**config.mk**
```make
export PLATFORM = sky130hd
export DESIGN_NAME = dmem_arbiter
export DESIGN_NICKNAME = d
export VERILOG_FILES = /design/src/rtl/dmem_arbiter.sv
export SDC_FILE = /design/constraint.sdc
export NUM_CORES = 1
export LEC_CHECK = 0
export BUFFER_PORTS_ARGS = -buffer_cell sky130_fd_sc_hd__buf_2
export CAP_MARGIN = 25
export CELL_PAD_IN_SITES_DETAIL_PLACEMENT = 1
export CELL_PAD_IN_SITES_GLOBAL_PLACEMENT = 2
export CORE_ASPECT_RATIO = 0.5
export CORE_MARGIN = 2
export CORE_UTILIZATION = 16
export CTS_CLUSTER_DIAMETER = 80
export DETAILED_ROUTE_END_ITERATION = 10
export PLACE_DENSITY_LB_ADDON = 0.2
export SLEW_MARGIN = 10
export SYNTH_ARGS = -nofsm -noshare
export SYNTH_HDL_FRONTEND = slang
export SYNTH_SLANG_ARGS = --single-unit
```
**constraint.sdc**
```tcl
create_clock -name clk -period 2.2 [get_ports clk]
set_input_delay 0.44 -clock clk [delete_from_list [all_inputs] [get_ports clk]]
set_output_delay 0.44 -clock clk [all_outputs]
set_load 0.1 [all_outputs]
```
**src/rtl/dmem_arbiter.sv**
```systemverilog
// Two-port arbiter in front of a single-port data memory: port A has priority,
// contended grants alternate, and a wait counter force-grants a refused port B.
module dmem_arbiter #(
    parameter int AW       = 8,
    parameter int DW       = 16,
    parameter int MAX_WAIT = 4
) (
    input  logic          clk,
    input  logic          rst,
    input  logic          a_req,
    input  logic          a_we,
    input  logic [AW-1:0] a_addr,
    input  logic [DW-1:0] a_wdata,
    output logic          a_gnt,
    output logic          a_rvalid,
    input  logic          b_req,
    input  logic          b_we,
    input  logic [AW-1:0] b_addr,
    input  logic [DW-1:0] b_wdata,
    output logic          b_gnt,
    output logic          b_rvalid,
    output logic [DW-1:0] rdata,
    output logic          mem_dwe,
    output logic [AW-1:0] mem_addr,
    output logic [DW-1:0] mem_wdata,
    input  logic [DW-1:0] mem_rdata,
    output logic          b_starved
);

    typedef enum logic {WIN_A = 1'b0, WIN_B = 1'b1} winner_t;

    localparam logic [3:0] MAX_W = 4'(MAX_WAIT);

    winner_t    last_winner;
    logic       contended_seen;
    logic [3:0] wait_cnt;
    logic       both;
    logic       forced;
    logic       pick_b;

    // Alternation only applies once a contended grant has happened since reset,
    // so A takes the very first contended cycle.
    always_comb begin
        both      = a_req & b_req;
        forced    = both & (wait_cnt == MAX_W);
        pick_b    = b_req & (~a_req | forced | (contended_seen & (last_winner == WIN_A)));
        a_gnt     = ~rst & a_req & ~pick_b;
        b_gnt     = ~rst & pick_b;
        mem_dwe   = 1'b0;
        mem_addr  = '0;
        mem_wdata = '0;
        if (a_gnt) begin
            mem_dwe   = a_we;
            mem_addr  = a_addr;
            mem_wdata = a_wdata;
        end else if (b_gnt) begin
            mem_dwe   = b_we;
            mem_addr  = b_addr;
            mem_wdata = b_wdata;
        end
    end

    assign rdata = mem_rdata;

    always_ff @(posedge clk) begin
        if (rst) begin
            a_rvalid       <= 1'b0;
            b_rvalid       <= 1'b0;
            b_starved      <= 1'b0;
            wait_cnt       <= '0;
            last_winner    <= WIN_A;
            contended_seen <= 1'b0;
        end else begin
            a_rvalid <= a_gnt & ~a_we;
            b_rvalid <= b_gnt & ~b_we;
            if (both) begin
                last_winner    <= pick_b ? WIN_B : WIN_A;
                contended_seen <= 1'b1;
            end
            if (forced) begin
                b_starved <= 1'b1;
            end
            if (!b_req || b_gnt) begin
                wait_cnt <= '0;
            end else if (wait_cnt != MAX_W) begin
                wait_cnt <= wait_cnt + 4'd1;
            end
        end
    end

endmodule

```
==> impl_metrics.toml, run 1 <==
[outcome]
status = "finished, violations left"
violations_in_the_final_reports = "setup timing"

[layout]
final.fill_count = 768
syn2layout_area_growth_pct = 115
total_area_of_multi_input_combinational_cells_um2 = 1050
final-seq-area_um2 = 183
fin_nets = 289
finish.utilization = 0.360
final_layout_size_suffix_gt1_frac = 0.630
layout.cells.non_filler = 308
diodes_inserted = 0

[timing]
clock.fmax_mhz = 439
final-hold-violation-count = 0
number_of_failing_setup_endpoints_in_the_final_timing_report = 25
setup_repair_after_global_routing_missed_its_margin = "true"
fin_worst_skew_ps = 4.38
totalNegativeSetupSlack_ps = -1220
layout_setup_ws_ps = -78.1
finalMaxSlewViolations = 0
timing_worst_slew_pin_value_ps = 492
layout_worst_path_cycle_share = 1.04
relSlewSlack = 0.674
timing.final.crit_period_ps = 2280

[drt]
postRouteAntennaNets = 0
average_via_count_per_standard_cell = 3.97
dr.pass1.iters = 2
met3_wirelength_from_detailed_routing_um = 279
drt-initial-drc-count = 20
routedLengthMet1_mm = 1.51
drc = 0
wl_per_cell_um = 12.7
met2WireLength_mm = 2.09
top_signal_layer_used = "met4"
total_wire_length_after_detailed_routing_mm = 3.90
total_number_of_vias = 1223

[floorplan]
die_area_um2 = 7780
die_x_um = 123
num_rows = 21
io-pin-count = 116
fp.coreArea_um2 = 6750
floorplan.initialDensity = 0.167
die-height_um = 63.4

[global_route]
maximum_number_of_pins_on_one_net_before_global_route_repair = 28
number_of_global_route_vias_before_repair = 1286
grt_first_pass_wirelength_mm = 6.20
grt_antenna_before_repair = 0
grt_overflow = 0
global_route.usage.total = 0.102

[placement]
dp_hpwl_mm = 3.06
io_buffers = 83
gpl.final_weighted_congestion = 0.703
post-place-cells = 296

[setup_path]
r2r_end = "a_rvalid"
endpoint = "mem_addr[6]"
worst-r2r-setup-slack_ps = 830
ff2ff_path_depth = 8
critical_path_required_ps = 1760
crit_path_start = "wait_cnt[0]"
cp_max_fo = 7
critPathCaptureType = "primary output"
crit_path_start_kind = "flip-flop"
criticalPathCategory = "reg -> out"
critical_path_arrival_ps = 1840
reg_to_reg_start = "wait_cnt[1]"

[cts]
cts_max_level = 1
insertion_delay_ps = 240
clock_tree.buffer_depth = 2
cts_root_buf = "sky130_fd_sc_hd__clkbuf_16"
clock_sinks = 9
cts_tree = "done"
clkSlewWorstSetupHoldPaths_ps = 40
tritoncts.num_buffers = 3

[pwr]
power.static_leakage_nw = 0.973
design_power_total_mw = 1.17
power.sequential.fraction = 0.146
internal-power_mw = 0.691
peakVddDrop_uv = 221
power.switching_mw = 0.481
share_clk_of_total_power = 0.279
power.share.combinational = 0.575
power.switching_fraction = 0.410
power.density_nw_per_um2 = 482

[synthesis]
postSynth.topFlopCell = "sky130_fd_sc_hd__dfxtp_1"
post-synth-top-area-fraction = 0.231
synth.yosys.seq_area_share = 0.160
postSynthCellCount = 141
fraction_of_synthesis_flops_using_an_asynchronous_set_or_reset_pin = 0
yosys-top-cells-area = "sky130_fd_sc_hd__mux2i_1 23%, sky130_fd_sc_hd__dfxtp_1 16%, sky130_fd_sc_hd__nand2b_1 15%"
synthDistinctLibCells = 25
synth_area_um2 = 1130
yosys-top-cells-count = "27 x sky130_fd_sc_hd__nand2b_1, 26 x sky130_fd_sc_hd__mux2i_1, 26 x sky130_fd_sc_hd__nand2_1"
synth_edf_count = 0
synth_fp_nets = 213
post-synth-top-count-cell = "sky130_fd_sc_hd__nand2b_1"
yosysWarnings = 0
synth-seq-cells = 9
synth.avg_cell_area_um2 = 8.00
yosysTopAreaCell = "sky130_fd_sc_hd__mux2i_1"

[run]
max_cap_viol_count = 0

[worst_hold_path]
min_delay_path_depth = 2
timing.hold.worst.class = "in -> reg"
placed cells by master (no fill, tap or decap):
cell and n:
sky130_fd_sc_hd__mux2i_1 1, sky130_fd_sc_hd__a211oi_1 1, sky130_fd_sc_hd__dfxtp_2 2, sky130_fd_sc_hd__nand2b_1 27
sky130_fd_sc_hd__nor2_1 5, sky130_fd_sc_hd__ha_4 1, sky130_fd_sc_hd__buf_2 56, sky130_fd_sc_hd__dfxtp_1 7
sky130_fd_sc_hd__a21oi_1 3, sky130_fd_sc_hd__buf_4 8, sky130_fd_sc_hd__buf_16 2, sky130_fd_sc_hd__mux2i_4 25
sky130_fd_sc_hd__a31oi_4 1, sky130_fd_sc_hd__clkbuf_1 1, sky130_fd_sc_hd__inv_2 2, sky130_fd_sc_hd__inv_1 1
sky130_fd_sc_hd__nand4_1 1, sky130_fd_sc_hd__nor3_1 1, sky130_fd_sc_hd__nand3b_4 1, sky130_fd_sc_hd__nor2b_2 1
sky130_fd_sc_hd__and3_1 1, sky130_fd_sc_hd__o21ba_2 1, sky130_fd_sc_hd__nor3b_1 1, sky130_fd_sc_hd__xnor2_1 1
sky130_fd_sc_hd__ha_1 1, sky130_fd_sc_hd__nand3_1 1, sky130_fd_sc_hd__nor2b_1 1, sky130_fd_sc_hd__and2b_2 1
sky130_fd_sc_hd__clkbuf_16 3, sky130_fd_sc_hd__buf_12 30, sky130_fd_sc_hd__and3_2 1, sky130_fd_sc_hd__nor2_2 1
sky130_fd_sc_hd__nand2_1 26
cells by family (layout without fill, tap and decap cells):
family,count (synthesis),count (layout),synth area share
AOI/OAI and AO/OA,6,6,0.0477
adders and majority gates,2,2,0.0222
muxes,26,26,0.231
and+or+nand+nor,69,69,0.326
DFF,9,9,0.160
buffers and inverters,28,103,0.206
xor gates and xnor gates,1,1,0.00776
how the worst min path moves through the flow:
stage | startpoint | to | slack, ps
final | a_we | a_rvalid | 370
after global placement | wait_cnt[0] | wait_cnt[0] | 430
after global routing | a_we | a_rvalid | 370
after CTS | a_we | a_rvalid | 370
after floorplan | wait_cnt[0] | wait_cnt[0] | 420
after detailed placement | wait_cnt[0] | wait_cnt[0] | 440
registers in the layout (all words and copies together), names as in the netlist:
name            count
contended_seen      1
last_winner         1
b_starved           1
a_rvalid            1
wait_cnt            4
b_rvalid            1
power groups by stage:
stage          logic [mW]  clock network [mW]  registers, mW
2_1_floorplan       0.561                   0          0.183
4_1_cts             0.676               0.343          0.171
5_1_grt             0.702               0.350          0.171
3_5_place_dp        0.639                   0          0.174
3_3_place_gp        0.632                   0          0.174
6_report            0.674               0.327          0.171
stage by stage:
stage / cell area (um2) / setup slack, ps / hold slack [ps]
2_1_floorplan: 1410 / -250 / 419
3_3_place_gp: 2180 / 172 / 434
3_5_place_dp: 2180 / 121 / 444
4_1_cts: 2400 / -132 / 369
5_1_grt: 2430 / -160 / 374
6_report: 2430 / -78.1 / 375
critical path: stages (launching register included):
cell and delay, ps:
sky130_fd_sc_hd__dfxtp_2 310, sky130_fd_sc_hd__inv_2 60, sky130_fd_sc_hd__ha_4 150, sky130_fd_sc_hd__nand3b_4 90
sky130_fd_sc_hd__a31oi_4 190, sky130_fd_sc_hd__buf_12 160, sky130_fd_sc_hd__buf_16 160, sky130_fd_sc_hd__mux2i_4 270
sky130_fd_sc_hd__buf_12 200
final cells by class:
cell class | instances | area share
Clock buffer | 4 | 0.0324
Inverter | 3 | 0.00463
Multi-Input combinational cell | 104 | 0.430
Sequential cell | 9 | 0.0752
Tap cell | 92 | 0.0474
Timing Repair Buffer | 96 | 0.410
layer usage:
metal | track usage | vias up
li1 | - | 596
met1 | 0.115 | 575
met2 | 0.188 | 45
met3 | 0.0272 | 7
met4 | 0.0287 | 0
met5 | 0 | -
what timing repair did:
action                                  4_1_cts  5_1_grt
resized for setup                             4        6
endpoints found under the setup margin       26       26
gates cloned                                  2        0
pin swaps                                     0        2
setup buffers                                 6        1
hold buffers                                  0        0
Power figures use the tool's default switching activity.
==> inputs of run 2 (changes only) <==
--- a/config.mk
+++ b/config.mk
@@ -7,7 +7,7 @@
 export LEC_CHECK = 0
 export BUFFER_PORTS_ARGS = -buffer_cell sky130_fd_sc_hd__buf_2
 export CAP_MARGIN = 25
-export CELL_PAD_IN_SITES_DETAIL_PLACEMENT = 1
+export CELL_PAD_IN_SITES_DETAIL_PLACEMENT = 2
 export CELL_PAD_IN_SITES_GLOBAL_PLACEMENT = 2
 export CORE_ASPECT_RATIO = 0.5
 export CORE_MARGIN = 2
==> run 2 against run 1 <==
Compared with the run above: the flow still finishes with violations (setup timing); combinational power hardly changed; cell area is 0.41% higher; register-to-register slack worse by 80 ps; largest cell class unchanged; hold slack better by 7.6 ps; sequential cell count stayed put; worst setup slack worse by 14 ps; critical path type unchanged; first-iteration DRC count is 50% lower; sequential power hardly changed; largest power group unchanged; final cell count is 0.65% higher; critical path depth stayed put; highest routed layer unchanged.
==> impl_metrics.toml, run 2 (synthesized netlist as in run 1, its figures left out) <==
[outcome]
status = "finished, violations left"
violations_in_the_final_reports = "setup timing"

[timing]
relSlewSlack = 0.672
number_of_failing_setup_endpoints_in_the_final_timing_report = 25
timing_worst_slew_pin_value_ps = 495
layout_setup_ws_ps = -91.6
layout_worst_path_cycle_share = 1.04
setup_repair_after_global_routing_missed_its_margin = "true"
totalNegativeSetupSlack_ps = -1510
timing.final.crit_period_ps = 2290
clock.fmax_mhz = 436
finalMaxSlewViolations = 0
fin_worst_skew_ps = 0.961
final-hold-violation-count = 0

[floorplan]
die_area_um2 = 7780
io-pin-count = 116
num_rows = 21
floorplan.initialDensity = 0.167
fp.coreArea_um2 = 6750
die-height_um = 63.4
die_x_um = 123

[cts]
clkSlewWorstSetupHoldPaths_ps = 40
cts_max_level = 1
tritoncts.num_buffers = 3
clock_sinks = 9
insertion_delay_ps = 240
cts_tree = "done"
clock_tree.buffer_depth = 2
cts_root_buf = "sky130_fd_sc_hd__clkbuf_16"
cts-hold-fix-buffers = 0

[setup_path]
worst_path_max_delay_cell = "sky130_fd_sc_hd__dfxtp_2"
cp_max_fo = 7
critical_path_required_ps = 1760
crit_path_start_kind = "flip-flop"
cp_common_cell = "sky130_fd_sc_hd__buf_12"
critPathCaptureType = "primary output"
critical_path.n_buffers_inverters = 4
cp_slowest_stage_delay_ps = 310
critical_path_arrival_ps = 1850
critical_path.top_delay_family = "buffers and inverters"
crit_path_cell_trace = "inv_2 > ha_4 > nand3b_4 > a31oi_4 > buf_6 > buf_12 > mux2i_4 > buf_12"
criticalPathCategory = "reg -> out"

[layout]
final_common_cell = "sky130_fd_sc_hd__buf_2"
largest_register_ffs = 4
diodes_inserted = 0
finish.instance_area_um2 = 2440
final_layout_size_suffix_gt1_frac = 0.638
syn2layout_area_growth_pct = 116
top_register = "wait_cnt"
mostFrequentLayoutCells = "56 x sky130_fd_sc_hd__buf_2, 32 x sky130_fd_sc_hd__buf_12, 27 x sky130_fd_sc_hd__nand2b_1"
fin_nets = 291
final.fill_count = 742

[placement]
place_worst_setup_slack_ps = 111
gpl.final_weighted_congestion = 0.703
io_buffers = 83
dp_hpwl_mm = 3.41
placed_cell_area_um2 = 2180

[drt]
drt-initial-drc-count = 10
wl_per_cell_um = 14.2
dr.pass1.iters = 2
total_wire_length_after_detailed_routing_mm = 4.42
postRouteAntennaNets = 0
drc = 0
total_number_of_vias = 1246
average_via_count_per_standard_cell = 4.02

[global_route]
grt_first_pass_wirelength_mm = 7.03
maximum_number_of_pins_on_one_net_before_global_route_repair = 28
grt_antenna_before_repair = 0
number_of_global_route_vias_before_repair = 1417
global_route.usage.total = 0.118
grt_overflow = 0

[worst_hold_path]
timing.hold.worst.class = "in -> reg"

[pwr]
power.static_leakage_nw = 0.979
power.density_nw_per_um2 = 482
peakVddDrop_uv = 209

[run]
max_cap_viol_count = 0
-- run 2: changes by cell type in the layout (fill, tap and decap cells not counted), sizes merged --
cell | before | now
buf | 96 | 98
clkbuf | 4 | 3
clkinv | 0 | 1
-- run 2: where the power goes --
part / switching (mW) / leakage [nW] / internal (mW)
registers: 0.00228 / 0.0742 / 0.169
logic: 0.399 / 0.864 / 0.278
clock network: 0.0881 / 0.0409 / 0.240
-- run 2: path summary, 6_finish.rpt --
path         depth (start not counted)           start        endpoint  slack, ps
max reg2reg                          7     wait_cnt[0]     last_winner        750
min                                  2            a_we        a_rvalid        380
min reg2reg                          2  contended_seen  contended_seen        480
max                                  8     wait_cnt[0]    mem_wdata[1]        -90
-- run 2: what timing repair did --
action	CTS	global route
cloned	2	0
endpoints found under the setup margin	26	26
buffers inserted	7	3
gates resized for setup	10	7
pin swaps	0	2
-- run 2: final cells by class --
type                            instances  area [um2]  area share
Sequential cell                         9         183      0.0749
Timing Repair Buffer                   98        1000       0.410
Tap cell                               92         115      0.0472
Inverter                                3        11.3     0.00462
Clock inverter                          1        5.00     0.00205
Clock buffer                            3        75.1      0.0308
Multi-Input combinational cell        104        1050       0.431
-- run 2: per-layer routing --
| layer | routed length [um] | part of all wire | track usage | vias to the layer above |
|---|---|---|---|---|
| met2 | 2560 | 0.58 | 0.240 | 45 |
| li1 | - | - | - | 601 |
| met3 | 274 | 0.062 | 0.0236 | 7 |
| met1 | 1550 | 0.35 | 0.120 | 593 |
| met4 | 32 | 0.0072 | 0.0330 | 0 |
| met5 | 0 | 0 | 0 | - |
-- run 2: through the flow --
stage | utilization | cells | power, mW | hold WS, ps
global placement | 0.323 | 296 | 0.806 | 434
global route | 0.361 | 310 | 1.23 | 378
finish | 0.361 | 310 | 1.18 | 382
CTS | 0.362 | 309 | 1.20 | 374
detailed placement | 0.323 | 296 | 0.816 | 445
floorplan | - | 141 | 0.743 | 419
